$ cat src/rtl/main_fsm_wb_if.sv
// Signal bundle between the cache main control FSM and the pipeline / AXI-bridge side.
// The master modport belongs to the FSM; the slave modport belongs to its environment.
interface main_fsm_wb_if #(
    parameter int unsigned WAYS  = 4,
    parameter int unsigned CNT_W = 32
);
    logic             valid;
    logic             op;
    logic             uncached;
    logic             cache_hit;
    logic [WAYS-1:0]  hit;
    logic [WAYS-1:0]  lru_way_sel;
    logic             victim_dirty;
    logic             r_rdy_AXI;
    logic             fill_finish;
    logic             w_rdy_AXI;
    logic             wb_done;
    logic             cnt_clr;

    logic [WAYS-1:0]  way_visit;
    logic             mbuf_we;
    logic             pbuf_we;
    logic             rbuf_we;
    logic             wbuf_we;
    logic             rdata_sel;
    logic             way_sel_en;
    logic [WAYS-1:0]  mem_we;
    logic [WAYS-1:0]  tagv_we;
    logic [WAYS-1:0]  dirty_we;
    logic             r_req;
    logic             w_req;
    logic             r_data_ready;
    logic             data_valid;
    logic             cache_ready;
    logic [CNT_W-1:0] hit_cnt;
    logic [CNT_W-1:0] miss_cnt;

    modport master (
        input  valid, op, uncached, cache_hit, hit, lru_way_sel, victim_dirty,
               r_rdy_AXI, fill_finish, w_rdy_AXI, wb_done, cnt_clr,
        output way_visit, mbuf_we, pbuf_we, rbuf_we, wbuf_we, rdata_sel, way_sel_en,
               mem_we, tagv_we, dirty_we, r_req, w_req, r_data_ready, data_valid,
               cache_ready, hit_cnt, miss_cnt
    );

    modport slave (
        output valid, op, uncached, cache_hit, hit, lru_way_sel, victim_dirty,
               r_rdy_AXI, fill_finish, w_rdy_AXI, wb_done, cnt_clr,
        input  way_visit, mbuf_we, pbuf_we, rbuf_we, wbuf_we, rdata_sel, way_sel_en,
               mem_we, tagv_we, dirty_we, r_req, w_req, r_data_ready, data_valid,
               cache_ready, hit_cnt, miss_cnt
    );
endinterface

$ cat src/rtl/main_fsm_wb.sv
// Main control FSM for an N-way write-back cache with uncached bypass and saturating
// hit/miss counters. Outputs are Mealy-style, decoded from state and inputs.
module main_fsm_wb #(
    parameter int unsigned WAYS  = 4,
    parameter int unsigned CNT_W = 32
) (
    input logic           clk,
    input logic           rst,
    main_fsm_wb_if.master bus
);
    typedef enum logic [2:0] {
        IDLE      = 3'd0,
        LOOKUP    = 3'd1,
        MISS      = 3'd2,
        WRITEBACK = 3'd3,
        WB_WAIT   = 3'd4,
        REPLACE   = 3'd5,
        REFILL    = 3'd6
    } state_t;

    state_t           r_state;
    state_t           w_next_state;
    logic [CNT_W-1:0] r_hit_cnt;
    logic [CNT_W-1:0] r_miss_cnt;
    logic             w_hit_inc;
    logic             w_miss_inc;
    logic             w_unc_store;
    logic [WAYS-1:0]  w_victim;

    assign w_unc_store = bus.uncached & bus.op;
    assign w_victim    = bus.lru_way_sel;
    assign w_hit_inc   = (r_state == LOOKUP) & ~bus.uncached &  bus.cache_hit;
    assign w_miss_inc  = (r_state == LOOKUP) & ~bus.uncached & ~bus.cache_hit;

    always_ff @(posedge clk or posedge rst) begin
        if (rst) begin
            r_state <= IDLE;
        end else begin
            r_state <= w_next_state;
        end
    end

    always_comb begin
        w_next_state = IDLE;
        case (r_state)
            IDLE:      w_next_state = bus.valid ? LOOKUP : IDLE;
            LOOKUP: begin
                if (bus.uncached) begin
                    w_next_state = bus.op ? WRITEBACK : REPLACE;
                end else if (bus.cache_hit) begin
                    w_next_state = bus.valid ? LOOKUP : IDLE;
                end else begin
                    w_next_state = MISS;
                end
            end
            MISS:      w_next_state = bus.victim_dirty ? WRITEBACK : REPLACE;
            WRITEBACK: w_next_state = bus.w_rdy_AXI ? WB_WAIT : WRITEBACK;
            WB_WAIT: begin
                if (!bus.wb_done) begin
                    w_next_state = WB_WAIT;
                end else if (w_unc_store) begin
                    w_next_state = bus.valid ? LOOKUP : IDLE;
                end else begin
                    w_next_state = REPLACE;
                end
            end
            REPLACE:   w_next_state = bus.r_rdy_AXI ? REFILL : REPLACE;
            REFILL: begin
                if (bus.fill_finish) begin
                    w_next_state = bus.valid ? LOOKUP : IDLE;
                end else begin
                    w_next_state = REFILL;
                end
            end
            default:   w_next_state = IDLE;
        endcase
    end

    always_comb begin
        bus.way_visit    = '0;
        bus.mbuf_we      = 1'b0;
        bus.pbuf_we      = 1'b0;
        bus.rbuf_we      = 1'b0;
        bus.wbuf_we      = 1'b0;
        bus.rdata_sel    = 1'b0;
        bus.way_sel_en   = 1'b0;
        bus.mem_we       = '0;
        bus.tagv_we      = '0;
        bus.dirty_we     = '0;
        bus.r_req        = 1'b0;
        bus.w_req        = 1'b0;
        bus.r_data_ready = 1'b0;
        bus.data_valid   = 1'b0;
        bus.cache_ready  = 1'b0;
        case (r_state)
            IDLE: begin
                bus.rbuf_we     = 1'b1;
                bus.cache_ready = 1'b1;
            end
            LOOKUP: begin
                bus.rdata_sel = 1'b1;
                bus.pbuf_we   = 1'b1;
                // Uncached requests ignore the tag compare and always take the miss path.
                if (bus.uncached || !bus.cache_hit) begin
                    bus.mbuf_we = 1'b1;
                end else begin
                    bus.data_valid  = 1'b1;
                    bus.rbuf_we     = 1'b1;
                    bus.cache_ready = 1'b1;
                    bus.way_visit   = bus.hit;
                    bus.way_sel_en  = 1'b1;
                    if (bus.op) begin
                        bus.mem_we   = bus.hit;
                        bus.dirty_we = bus.hit;
                    end
                end
            end
            MISS:      bus.wbuf_we = bus.victim_dirty;
            WRITEBACK: bus.w_req   = 1'b1;
            WB_WAIT: begin
                if (bus.wb_done && w_unc_store) begin
                    bus.data_valid  = 1'b1;
                    bus.rbuf_we     = 1'b1;
                    bus.cache_ready = 1'b1;
                end
            end
            REPLACE:   bus.r_req = 1'b1;
            REFILL: begin
                bus.r_data_ready = 1'b1;
                if (bus.fill_finish) begin
                    bus.data_valid  = 1'b1;
                    bus.rbuf_we     = 1'b1;
                    bus.cache_ready = 1'b1;
                    if (!bus.uncached) begin
                        bus.mem_we     = w_victim;
                        bus.tagv_we    = w_victim;
                        bus.dirty_we   = w_victim;
                        bus.way_visit  = w_victim;
                        bus.way_sel_en = 1'b1;
                    end
                end
            end
            default: begin
                bus.rbuf_we     = 1'b1;
                bus.cache_ready = 1'b1;
            end
        endcase
    end

    always_ff @(posedge clk or posedge rst) begin
        if (rst) begin
            r_hit_cnt  <= '0;
            r_miss_cnt <= '0;
        end else if (bus.cnt_clr) begin
            r_hit_cnt  <= '0;
            r_miss_cnt <= '0;
        end else begin
            if (w_hit_inc && (r_hit_cnt != '1)) begin
                r_hit_cnt <= r_hit_cnt + 1'b1;
            end
            if (w_miss_inc && (r_miss_cnt != '1)) begin
                r_miss_cnt <= r_miss_cnt + 1'b1;
            end
        end
    end

    assign bus.hit_cnt  = r_hit_cnt;
    assign bus.miss_cnt = r_miss_cnt;
endmodule

$ cat src/flat_wrapper.sv
// flat-port wrapper written by rule: the top's interface ports become plain ports
module main_fsm_wb_flat 
#(
    parameter int unsigned WAYS  = 4,
    parameter int unsigned CNT_W = 32
)
  (clk, rst, bus_valid, bus_op, bus_uncached, bus_cache_hit, bus_hit, bus_lru_way_sel, bus_victim_dirty, bus_r_rdy_AXI, bus_fill_finish, bus_w_rdy_AXI, bus_wb_done, bus_cnt_clr, bus_way_visit, bus_mbuf_we, bus_pbuf_we, bus_rbuf_we, bus_wbuf_we, bus_rdata_sel, bus_way_sel_en, bus_mem_we, bus_tagv_we, bus_dirty_we, bus_r_req, bus_w_req, bus_r_data_ready, bus_data_valid, bus_cache_ready, bus_hit_cnt, bus_miss_cnt);
  main_fsm_wb_if #(.WAYS(WAYS), .CNT_W(CNT_W)) bus_i ();
  input logic clk;
  input logic rst;
  input wire logic [$bits(bus_i.valid)-1:0] bus_valid;
  input wire logic [$bits(bus_i.op)-1:0] bus_op;
  input wire logic [$bits(bus_i.uncached)-1:0] bus_uncached;
  input wire logic [$bits(bus_i.cache_hit)-1:0] bus_cache_hit;
  input wire logic [$bits(bus_i.hit)-1:0] bus_hit;
  input wire logic [$bits(bus_i.lru_way_sel)-1:0] bus_lru_way_sel;
  input wire logic [$bits(bus_i.victim_dirty)-1:0] bus_victim_dirty;
  input wire logic [$bits(bus_i.r_rdy_AXI)-1:0] bus_r_rdy_AXI;
  input wire logic [$bits(bus_i.fill_finish)-1:0] bus_fill_finish;
  input wire logic [$bits(bus_i.w_rdy_AXI)-1:0] bus_w_rdy_AXI;
  input wire logic [$bits(bus_i.wb_done)-1:0] bus_wb_done;
  input wire logic [$bits(bus_i.cnt_clr)-1:0] bus_cnt_clr;
  output wire logic [$bits(bus_i.way_visit)-1:0] bus_way_visit;
  output wire logic [$bits(bus_i.mbuf_we)-1:0] bus_mbuf_we;
  output wire logic [$bits(bus_i.pbuf_we)-1:0] bus_pbuf_we;
  output wire logic [$bits(bus_i.rbuf_we)-1:0] bus_rbuf_we;
  output wire logic [$bits(bus_i.wbuf_we)-1:0] bus_wbuf_we;
  output wire logic [$bits(bus_i.rdata_sel)-1:0] bus_rdata_sel;
  output wire logic [$bits(bus_i.way_sel_en)-1:0] bus_way_sel_en;
  output wire logic [$bits(bus_i.mem_we)-1:0] bus_mem_we;
  output wire logic [$bits(bus_i.tagv_we)-1:0] bus_tagv_we;
  output wire logic [$bits(bus_i.dirty_we)-1:0] bus_dirty_we;
  output wire logic [$bits(bus_i.r_req)-1:0] bus_r_req;
  output wire logic [$bits(bus_i.w_req)-1:0] bus_w_req;
  output wire logic [$bits(bus_i.r_data_ready)-1:0] bus_r_data_ready;
  output wire logic [$bits(bus_i.data_valid)-1:0] bus_data_valid;
  output wire logic [$bits(bus_i.cache_ready)-1:0] bus_cache_ready;
  output wire logic [$bits(bus_i.hit_cnt)-1:0] bus_hit_cnt;
  output wire logic [$bits(bus_i.miss_cnt)-1:0] bus_miss_cnt;
  assign bus_i.valid = bus_valid;
  assign bus_i.op = bus_op;
  assign bus_i.uncached = bus_uncached;
  assign bus_i.cache_hit = bus_cache_hit;
  assign bus_i.hit = bus_hit;
  assign bus_i.lru_way_sel = bus_lru_way_sel;
  assign bus_i.victim_dirty = bus_victim_dirty;
  assign bus_i.r_rdy_AXI = bus_r_rdy_AXI;
  assign bus_i.fill_finish = bus_fill_finish;
  assign bus_i.w_rdy_AXI = bus_w_rdy_AXI;
  assign bus_i.wb_done = bus_wb_done;
  assign bus_i.cnt_clr = bus_cnt_clr;
  assign bus_way_visit = bus_i.way_visit;
  assign bus_mbuf_we = bus_i.mbuf_we;
  assign bus_pbuf_we = bus_i.pbuf_we;
  assign bus_rbuf_we = bus_i.rbuf_we;
  assign bus_wbuf_we = bus_i.wbuf_we;
  assign bus_rdata_sel = bus_i.rdata_sel;
  assign bus_way_sel_en = bus_i.way_sel_en;
  assign bus_mem_we = bus_i.mem_we;
  assign bus_tagv_we = bus_i.tagv_we;
  assign bus_dirty_we = bus_i.dirty_we;
  assign bus_r_req = bus_i.r_req;
  assign bus_w_req = bus_i.w_req;
  assign bus_r_data_ready = bus_i.r_data_ready;
  assign bus_data_valid = bus_i.data_valid;
  assign bus_cache_ready = bus_i.cache_ready;
  assign bus_hit_cnt = bus_i.hit_cnt;
  assign bus_miss_cnt = bus_i.miss_cnt;
  main_fsm_wb #(.WAYS(WAYS), .CNT_W(CNT_W)) u_core (.clk(clk), .rst(rst), .bus(bus_i));
endmodule
$ cat config.mk
export PLATFORM = sky130hd
export DESIGN_NAME = main_fsm_wb_flat
export DESIGN_NICKNAME = d
export VERILOG_FILES = /design/src/rtl/main_fsm_wb_if.sv /design/src/rtl/main_fsm_wb.sv /design/src/flat_wrapper.sv
export SDC_FILE = /design/constraint.sdc
export NUM_CORES = 1
export LEC_CHECK = 0
export CORE_MARGIN = 5
export CORE_UTILIZATION = 44
export DETAILED_ROUTE_END_ITERATION = 10
export GPL_TIMING_DRIVEN = 0
export MAX_ROUTING_LAYER = met4
export PLACE_DENSITY = 0.8
export SETUP_SLACK_MARGIN = 0.4
export SYNTH_ARGS = -nofsm -noshare
export SYNTH_HDL_FRONTEND = slang
export SYNTH_SLANG_ARGS = --single-unit
$ cat constraint.sdc
create_clock -name clk -period 2.8 [get_ports clk]
set_clock_uncertainty 0.2 [all_clocks]
set_input_delay 0.28 -clock clk [delete_from_list [all_inputs] [get_ports clk]]
set_output_delay 0.28 -clock clk [all_outputs]
set_load 0.02 [all_outputs]
==> flow_summary.yaml <==
place:
  dp_cells: 690
  dp_hpwl_um: 8460
  place.gp.congestion: 0.888
  io_buffers: 110
  dpl_cell_area_um2: 5380
logic_synthesis:
  synth-async-reset-ratio_pct: 100
  syn_inst: 469
  ys_warn_count: 0
  ys.flop_type: "dfrtp_1"
  syn-cell-area_um2: 4070
  syn_nets: 491
  yosysUniqueCellTypes: 49
  synth.yosys.seq_area_share_pct: 41.2
  synth_seq_cells: 67
  synth_edf_count: 0
  postSynthAreaPerCell_um2: 8.68
route:
  drc: 0
  wirelength_um: 14600
  postRouteAntennaNets: 0
  num_vias: 4750
  vias_per_cell: 6.26
  firstDrtPassIters: 5
  drt_iter0_drc: 246
  wl_per_cell_um: 19.3
timing:
  final_hold_viol_count: 0
  fmax_mhz: 374
  fin_crit_ps: 2670
  finalCritPeriodShare_pct: 95.4
  setup_viol: 0
  rsz0062_at_grt: "yes"
  maxSlewViolCount: 0
  tightest_slew_ps: 854
  relSlewSlack_pct: 43.1
pwr:
  ir_drop_uv: 399
  powerDensity_nw_per_um2: 436
  p_leak_nw: 2.56
worst_setup_path:
  critPathKind: "register to register"
  r2r_start: "u_core.r_state[2]"
  worstSetupStartpointType: "register"
  crit_fanout: 7
  crit_path_end: "u_core.bus.miss_cnt[28]"
  critical_path_required_ps: 2870
  worstSetupStartpoint: "u_core.r_state[2]"
  end_kind: "register"
  cp_data_arrival_time_ps: 2740
  reg2reg_slack_ps: 130
  r2r_end: "u_core.bus.miss_cnt[28]"
  reg2reg_depth: 6
floorplanning:
  dieArea_um2: 11300
  die_w_um: 106
  coreArea_um2: 9150
  die-height_um: 106
  io_pins: 111
  initial_core_util_pct: 44.5
  row_count: 35
clocking:
  clk_pin_slew_ps: 80
  numCtsBuffers: 9
  h-tree-depth: 3
  cts_buffer_depth: 2
  cts-root-buf: "clkbuf_8"
  clock_latency_ps: 350
  cts.sinks: 67
  cts_tree: "built"
  holdBufCountCts: 0
grt:
  grt_antenna_before_repair: 0
  grt_max_degree: 68
  first_global_vias: 4302
  overflow: 0
  grt_pass1_wl_um: 20800
  grt.total_usage_pct: 22.9
final_layout:
  final_cell_mix: "clkdlybuf4s50_1 (84), buf_4 (49), dfrtp_1 (43), a21oi_1 (38)"
  diodes: 0
  drive_gt1_share_pct: 33.3
  stdcell_count: 759
  mostFrequentLayoutCell: "clkdlybuf4s50_1"
  stdcell_area_um2: 6550
  fillers: 617
  syn2layout_area_growth_pct: 60.8
  nNetsFinal: 666
min_path:
  hp-class: "primary input to asynchronous set/reset pin"
run:
  maxCapViolCount: 0
status:
  status: "complete, no violations"
[flip-flops by register name, indices dropped and copies added, names as in the netlist]
| signal | count |
|---|---|
| u_core.r_state | 3 |
| u_core.bus.hit_cnt | 32 |
| u_core.bus.miss_cnt | 32 |
[cell usage after synthesis, types with 2 or more instances]
cell | n | area share [%]
a2111oi_0 | 4 | 0.86
a211o_1 | 2 | 0.43
a211oi_1 | 2 | 0.37
a21o_1 | 5 | 0.92
a21oi_1 | 50 | 6.1
a31o_2 | 4 | 0.86
a31oi_1 | 2 | 0.31
and2_1 | 9 | 1.4
and3_1 | 13 | 2.0
and4_1 | 9 | 1.9
buf_2 | 2 | 0.25
buf_4 | 6 | 1.1
clkbuf_1 | 23 | 2.1
dfrtp_1 | 67 | 41
ha_1 | 2 | 0.61
inv_1 | 15 | 1.4
mux2_2 | 5 | 1.4
nand2_1 | 27 | 2.5
nand2b_1 | 3 | 0.46
nand3_1 | 31 | 3.8
nand4_1 | 17 | 2.6
nor2_1 | 20 | 1.8
nor2b_1 | 6 | 0.92
nor3_1 | 7 | 0.86
nor4_1 | 7 | 1.1
o21ai_0 | 26 | 3.2
o31ai_1 | 26 | 4.8
o41ai_1 | 2 | 0.43
or3_1 | 25 | 3.8
or4_1 | 27 | 5.0
xnor2_1 | 6 | 1.3
xor2_1 | 2 | 0.43
[logic make-up after synthesis]
logic type / synth area share, %
compound gates: 19.6
mux: 1.63
xor+xnor: 1.72
buf+inv: 5.25
fa+ha+maj: 0.614
simple gates: 30.0
flops: 41.2
[metal layers]
layer	wire, um	part of all wire, %	track usage (%)
met1	5780	40	28.2
met2	7320	50	37.6
met3	1130	7.8	4.49
met4	376	2.6	7.96
met5	0	0	-
[through the flow]
step / hold WS [ps] / power [mW] / util [%] / setup slack [ps] / TNS [ps]
final: 255 / 2.86 / 71.6 / 129 / 0
after global routing: 340 / 2.98 / 71.6 / 96.1 / 0
after CTS: 291 / 2.71 / 64.5 / 127 / 0
after detailed placement: 368 / 1.75 / 58.8 / -598 / -7580
after global placement: 357 / 1.74 / 58.7 / -858 / -52600
after floorplan: 225 / 1.47 / - / 234 / 0
[cell type report]
type / instances / area (um2) / area share (%)
sequential: 67 / 1710 / 26.1
multi-input combinational: 354 / 2600 / 39.7
inverter: 15 / 58.8 / 0.898
tap: 111 / 139 / 2.12
timing repair buffer: 164 / 1520 / 23.2
buffer: 33 / 320 / 4.89
clock buffer: 13 / 169 / 2.58
clock inverter: 2 / 35.0 / 0.535
[power breakdown]
group          total (mW)  switching, mW  internal, mW
combinational       0.993          0.502         0.490
sequential           1.01         0.0196         0.994
clock               0.850          0.371         0.479
total                2.86          0.893          1.96
[what timing repair did]
action | in CTS | in global routing
pin swaps | 13 | 29
gates cloned | 2 | 1
endpoints found under the setup margin | 82 | 73
setup buffers | 12 | 39
gates resized for setup | 147 | 123
[worst max-delay path: stages, from the launching register on]
cell and delay (ps):
dfrtp_1 400, or3b_4 430, or3_4 350, buf_8 140
or4_4 450, or4_4 500, a21oi_2 130
[how the worst min path moves through the flow]
stage / start / endpoint / slack, ps / cells after the start
after floorplan: bus_r_rdy_AXI / u_core.r_state[1] / 220 / 1
after global placement: u_core.bus.hit_cnt[20] / u_core.bus.hit_cnt[20] / 360 / 2
after detailed placement: u_core.bus.miss_cnt[9] / u_core.bus.miss_cnt[9] / 370 / 2
after CTS: rst / u_core.bus.miss_cnt[7] / 290 / 2
after global routing: rst / u_core.bus.miss_cnt[9] / 340 / 2
final: rst / u_core.bus.miss_cnt[7] / 260 / 2
Note: power is estimated with default switching activity, not from simulation.
